`config.mk`:
```
export PLATFORM = sky130hd
export DESIGN_NAME = ff_pipe_bank
export DESIGN_NICKNAME = d
export VERILOG_FILES = /design/src/rtl/ff_pipe_bank.sv
export SDC_FILE = /design/constraint.sdc
export NUM_CORES = 1
export LEC_CHECK = 0
export ABC_AREA = 1
export BUFFER_PORTS_ARGS = -buffer_cell sky130_fd_sc_hd__clkbuf_2
export CORE_ASPECT_RATIO = 1.4
export CORE_MARGIN = 5
export CORE_UTILIZATION = 50
export CTS_CLUSTER_DIAMETER = 60
export DETAILED_ROUTE_END_ITERATION = 6
export GPL_TIMING_DRIVEN = 0
export HOLD_SLACK_MARGIN = 0.12
export PLACE_DENSITY = 0.75
export SYNTH_ARGS = -nofsm -noshare
export SYNTH_HDL_FRONTEND = slang
export SYNTH_SLANG_ARGS = --single-unit
export TNS_END_PERCENT = 10
```
`constraint.sdc`:
```
create_clock -name i_clk -period 1.6 [get_ports i_clk]
set_clock_uncertainty 0.05 [all_clocks]
set_input_delay 0 -clock i_clk [delete_from_list [all_inputs] [get_ports i_clk]]
set_output_delay 0 -clock i_clk [all_outputs]
set_load 0.1 [all_outputs]
```
`src/rtl/ff_pipe_bank.sv`:
```
// ff_pipe_bank: NCH independent valid/ready register pipelines of DEPTH stages
// with bubble collapsing, synchronous flush and registered per-channel occupancy.
module ff_pipe_bank #(
    parameter int WIDTH = 8,
    parameter int DEPTH = 3,
    parameter int NCH = 2,
    parameter logic [WIDTH-1:0] RST_VAL = '0,
    localparam int CW = $clog2(DEPTH + 1)
) (
    input  logic                 i_clk,
    input  logic                 i_arst,
    input  logic                 i_srst,
    input  logic [NCH-1:0]       i_valid,
    output logic [NCH-1:0]       o_ready,
    input  logic [NCH*WIDTH-1:0] i_data,
    output logic [NCH-1:0]       o_valid,
    input  logic [NCH-1:0]       i_ready,
    output logic [NCH*WIDTH-1:0] o_data,
    output logic [NCH*CW-1:0]    o_count
);
    for (genvar c = 0; c < NCH; c++) begin : g_ch
        logic [DEPTH-1:0] v;
        logic [WIDTH-1:0] d [DEPTH];
        logic [DEPTH-1:0] ld;
        logic [DEPTH-1:0] up_v;
        logic [WIDTH-1:0] up_d [DEPTH];
        logic [CW-1:0]    cnt;
        logic             acc;
        logic             dep;
        logic             r;
        // a stage loads when it or any stage downstream is empty, or the output drains
        always_comb begin
            r = i_ready[c];
            ld = '0;
            for (int s = DEPTH - 1; s >= 0; s--) begin
                r = ~v[s] | r;
                ld[s] = r;
            end
        end
        always_comb begin
            up_v[0] = acc;
            up_d[0] = i_data[c*WIDTH +: WIDTH];
            for (int s = 1; s < DEPTH; s++) begin
                up_v[s] = v[s-1];
                up_d[s] = d[s-1];
            end
        end
        assign o_ready[c] = ld[0] & ~i_srst & i_arst;
        assign acc = i_valid[c] & o_ready[c];
        assign dep = v[DEPTH-1] & i_ready[c];
        assign o_valid[c] = v[DEPTH-1];
        assign o_data[c*WIDTH +: WIDTH] = d[DEPTH-1];
        assign o_count[c*CW +: CW] = cnt;
        always_ff @(posedge i_clk or negedge i_arst) begin
            if (!i_arst) begin
                v <= '0;
                d <= '{default: RST_VAL};
                cnt <= '0;
            end else if (i_srst) begin
                v <= '0;
                d <= '{default: RST_VAL};
                cnt <= '0;
            end else begin
                for (int s = 0; s < DEPTH; s++) begin
                    if (ld[s]) begin
                        v[s] <= up_v[s];
                        if (up_v[s]) d[s] <= up_d[s];
                    end
                end
                cnt <= cnt + CW'(acc) - CW'(dep);
            end
        end
    end
endmodule

```
* Word level (Yosys, flattened, before mapping) *
Cells that the tools add are included.

operators by class
  muxes and demuxes = 24
  reductions and logical operators = 18
  div/mod/pow operators = 0
  magnitude comparators = 0
  add/subtract/negate cells = 4
  $mul = 0
  bitwise operators = 21
  equality and inequality tests = 0
  shift-type cells = 0

operators by type and width
  cell                       number
  2-to-1 mux 8 bit           12
  2-to-1 mux 24 bit          2
  nonzero test 2 bit         12
  AND reduction 2 bit        6
  AND 1 bit                  8
  inverter 1 bit             7
  2-to-1 mux 1 bit           6
  2-to-1 mux 3 bit           2
  OR 1 bit                   6
  adder 2 x 1 -> 2 bit       2
  2-to-1 mux 2 bit           2
  subtractor 2 x 1 -> 2 bit  2

word-level totals
  memories = 0
  bits in latches = 0
  memory bits (read-only) = 0
  word-level logic and storage cells = 81
  bits in registers = 58
  output and inout port bits = 24
  memory bits (writable) = 0
  input port bits = 23

* Logic depth before layout (Yosys ltp) *
  depth in word-level cells = 10
  gate-level depth with buffers = 10
  gate-level depth less buffers = 9

* Worst setup path after synthesis *
Ideal clock, no wire load.

  path kind = flip-flop to flip-flop
  start point = register g_ch[0].v[2]
  end point = register g_ch[0].cnt[0]
  clock period less this slack = 1.604 ns
  arrival = 1.434 ns
  path buffers = 1
  setup slack = -0.004 ns
  stages on the path, launching flop included = 9
  cell sequence = dfrtp_1 > nand4_2 > nand3_2 > buf_6 > ha_1 > inv_1 > ha_1 > inv_1 > nor2_1

on the way
  cells in the longest elaborated chain, start to end = 10
  elaborated cells between the ends (all ways) = 11
  those cells by class = add/sub: 2; mux: 1; bitwise: 8

ends and longest elaborated chain
  element                          line  source
  start, declared                  22    logic [DEPTH-1:0] v;
  start signal, assigned by index  66    v[s] <= up_v[s];
  inverter 1 bit                   36    r = ~v[s] | r;
  OR 1 bit (3 in series)           36
  AND 1 bit (2 in series)          48    assign o_ready[c] = ld[0] & ~i_srst & i_arst;
  AND 1 bit                        49    assign acc = i_valid[c] & o_ready[c];
  adder 2 x 1 -> 2 bit             70    cnt <= cnt + CW'(acc) - CW'(dep);
  subtractor 2 x 1 -> 2 bit (*)    70
  2-to-1 mux 2 bit (*)             59    end else if (i_srst) begin
  end signal, assigned             70
  end, declared                    27    logic [CW-1:0] cnt;

Every way passes the cells marked *; elsewhere a longest branch is shown, timed or not.
A chain may end at the register's enable or synchronous reset.

* Worst setup path in the final report *
  start point = register g_ch[0].v[1]
  end point = register g_ch[0].cnt[0]

on the way
  cells in the longest elaborated chain, start to end = 9

ends and longest elaborated chain
  element                    line
  inverter 1 bit             36
  OR 1 bit (2 in series)     36
  AND 1 bit (2 in series)    48
  AND 1 bit                  49
  adder 2 x 1 -> 2 bit       70
  subtractor 2 x 1 -> 2 bit  70
  2-to-1 mux 2 bit           59

Every way passes these cells.

==> flow_metrics.env <==
export IMPL_synth_enable_flop_cells=0
export IMPL_grt_pass1_wl_um=10300
export IMPL_die_h_um=97.8
export IMPL_cts_buffers=9
export IMPL_worstSetupStartpoint="g_ch[0].v[1]$_DFFE_PN0P_"
export IMPL_synth_avg_cell_area_um2=8.79
export IMPL_port_buffers=43
export IMPL_arrival_ns=1.82
export IMPL_hold_path_class="in2async"
export IMPL_wl_um=6180
export IMPL_leakagePower_nw=2.01
export IMPL_gp_congestion=0.758
export IMPL_place_inst=424
export IMPL_ys_seq_area_frac=0.528
export IMPL_whs_ns=-0.519
export IMPL_ys_seq_elements=58
export IMPL_htreeDepth=3
export IMPL_violations="hold timing, setup timing"
export IMPL_rsz0062_at_grt="yes"
export IMPL_wl_per_cell_um=13.0
export IMPL_setup_violations_final=1
export IMPL_r2r_start="g_ch[0].v[1]$_DFFE_PN0P_"
export IMPL_yosysWarnings=0
export IMPL_dieWidth_um=72.7
export IMPL_area_delta_synth_final_pct=34.4
export IMPL_synth_top_area_frac=0.528
export IMPL_worstSetupStartpointType="flop"
export IMPL_via_per_inst=5.04
export IMPL_worstMarginPinSlew_ns=0.547
export IMPL_grt_max_degree=60
export IMPL_clkSinkCount=58
export IMPL_die_area_um2=7110
export IMPL_synth_distinct_cells=22
export IMPL_r2r_cells=8
export IMPL_first_iter_violations=83
export IMPL_grt_ovfl_total=0
export IMPL_fin_ws_ns=-0.00188
export IMPL_design_area_um2=3700
export IMPL_antenna_cells=0
export IMPL_drv_cap=0
export IMPL_ant_nets=0
export IMPL_maxSlewHeadroom=0.637
export IMPL_dpl_hpwl_um=3640
export IMPL_cp_max_fo=7
export IMPL_synthFlopType="dfrtp_1"
export IMPL_grtUsageTotal=0.184
export IMPL_ir_drop_v=0.000730
export IMPL_ios=47
export IMPL_synth_largest_area_cell="dfrtp_1"
export IMPL_r2r_end="g_ch[0].cnt[0]$_DFF_PN0_"
export IMPL_layoutNonFillerInstCount=477
export IMPL_placed_area_um2=3060
export IMPL_layout_nets=431
export IMPL_cts_clk_slew_worst_paths_ns=0.07
export IMPL_synth_most_common_cell="nand2_1"
export IMPL_core_area_um2=5450
export IMPL_drive_gt1_frac=0.289
export IMPL_hold_viol=63
export IMPL_cts_root_buf="clkbuf_8"
export IMPL_fmax_mhz=624
export IMPL_syn_inst=313
export IMPL_worstSkewPairLatency_ns=0.34
export IMPL_synth_commonest_cells="nand2_1, dfrtp_1, nand3_1"
export IMPL_grt_pass1_vias=2262
export IMPL_regToRegSetupSlack_ns=-0.002
export IMPL_post_route_period_util=1.00
export IMPL_drc=0
export IMPL_status="finished with violations"
export IMPL_power_w=0.00329
export IMPL_async_reset_ff_frac=1.00
export IMPL_cp_endpoint="g_ch[0].cnt[0]$_DFF_PN0_"
export IMPL_antenna_found_initial=0
export IMPL_worstPathRequired_ns=1.82
export IMPL_drt_pass1_iter_count=4
export IMPL_num_rows=32
export IMPL_cts_tree="yes"
export IMPL_hold_buffers=27
export IMPL_initial_core_util=0.505
export IMPL_vias=2406
export IMPL_slew_viol_final=0
export IMPL_syn_area_um2=2750
export IMPL_power_density_nw_per_um2=891
export IMPL_synth_top_cells_by_area="dfrtp_1, nand2_1, nand3_1"
export IMPL_min_period_ns=1.60
export IMPL_synth_fp_nets=340
export IMPL_clockBufferDepth=2
export IMPL_crit_type="reg2reg"
export IMPL_critPathCaptureType="flop"
-- sequential cells by signal (all words and copies together) (netlist names) --
register and count:
o_data 16, g_ch.v 6, g_ch.cnt 4, g_ch.d 32
-- kinds of logic (layout without fill, tap and decap cells) --
family	after synthesis	in the layout	share of synthesized area
adders and majority gates	4	4	0.0182
and+or+nand+nor	148	148	0.253
buffers and inverters	68	164	0.132
AOI/OAI and AO/OA	33	33	0.0623
DFF	58	58	0.528
xor gates and xnor gates	2	2	0.00637
-- power by group --
group	switching, W	leakage (nW)	internal [W]
Combinational	0.000252	1.11	0.000141
Sequential	0.0000225	0.794	0.00151
Clock	0.000576	0.105	0.000795
Total	0.000851	2.01	0.00244
-- cell usage in the layout, fill, tap and decap left out, drive strengths merged --
cell          instances
dlymetal6s4s          3
dlygate4sd3          24
nand4                17
xor2                  2
bufinv                1
nand3                47
nor2                 10
nand2                74
a21oi                 1
ha                    4
o21a                  1
clkinvlp              1
clkinv                3
inv                  33
o21ai                31
clkbuf               54
buf                  45
dfrtp                58
-- routing by layer --
metal | GRT usage | routed length [um]
met1 | 0.230 | 2590
met2 | 0.288 | 3050
met3 | 0.0494 | 365
met4 | 0.0980 | 182
met5 | 0 | 0
-- how the worst min path moves through the flow --
stage	cells after the start	slack, ns	end
2_1_floorplan	0	-0.35	g_ch[0].cnt[0]$_DFF_PN0_
3_3_place_gp	3	0.19	g_ch[0].d[17]$_DFFE_PN0P_
3_5_place_dp	1	0.1	g_ch[0].cnt[0]$_DFF_PN0_
4_1_cts	1	-0.42	g_ch[0].cnt[0]$_DFF_PN0_
5_1_grt	1	-0.50	g_ch[0].cnt[0]$_DFF_PN0_
6_report	1	-0.52	g_ch[0].cnt[0]$_DFF_PN0_
-- per-stage QoR --
stage,util,worst slack [ns],setup TNS (ns)
after floorplan,-,0.0201,0
after global placement,0.562,-1.18,-17.19
after detailed placement,0.563,-0.676,-5.06
after CTS,0.661,-0.0413,-0.0620
after global routing,0.679,-0.0647,-0.221
final,0.679,-0.00188,-0.00188
-- area by class of cell --
cell class	count	area, um2
timing repair buffer	80	596
tap	68	85.1
clock inverter	5	52.6
buffer	35	244
multi-input combinational	187	992
inverter	33	124
sequential	58	1450
fill	470	1750
clock buffer	11	151
-- critical path: stages, from the launching register on --
cell and delay [ns]:
dfrtp_2 0.44, nand4_4 0.15, nand3_2 0.10, buf_6 0.15, ha_4 0.25, inv_2 0.04, ha_4 0.25, inv_2 0.03
nor2_2 0.08
-- repair_timing --
item,CTS,global route
endpoints found under the hold margin,84,63
pin swaps,3,5
buffers inserted,3,7
gates resized for setup,8,16
setup endpoints to repair,6,16
cloned,0,0
Power figures use the tool's default switching activity.
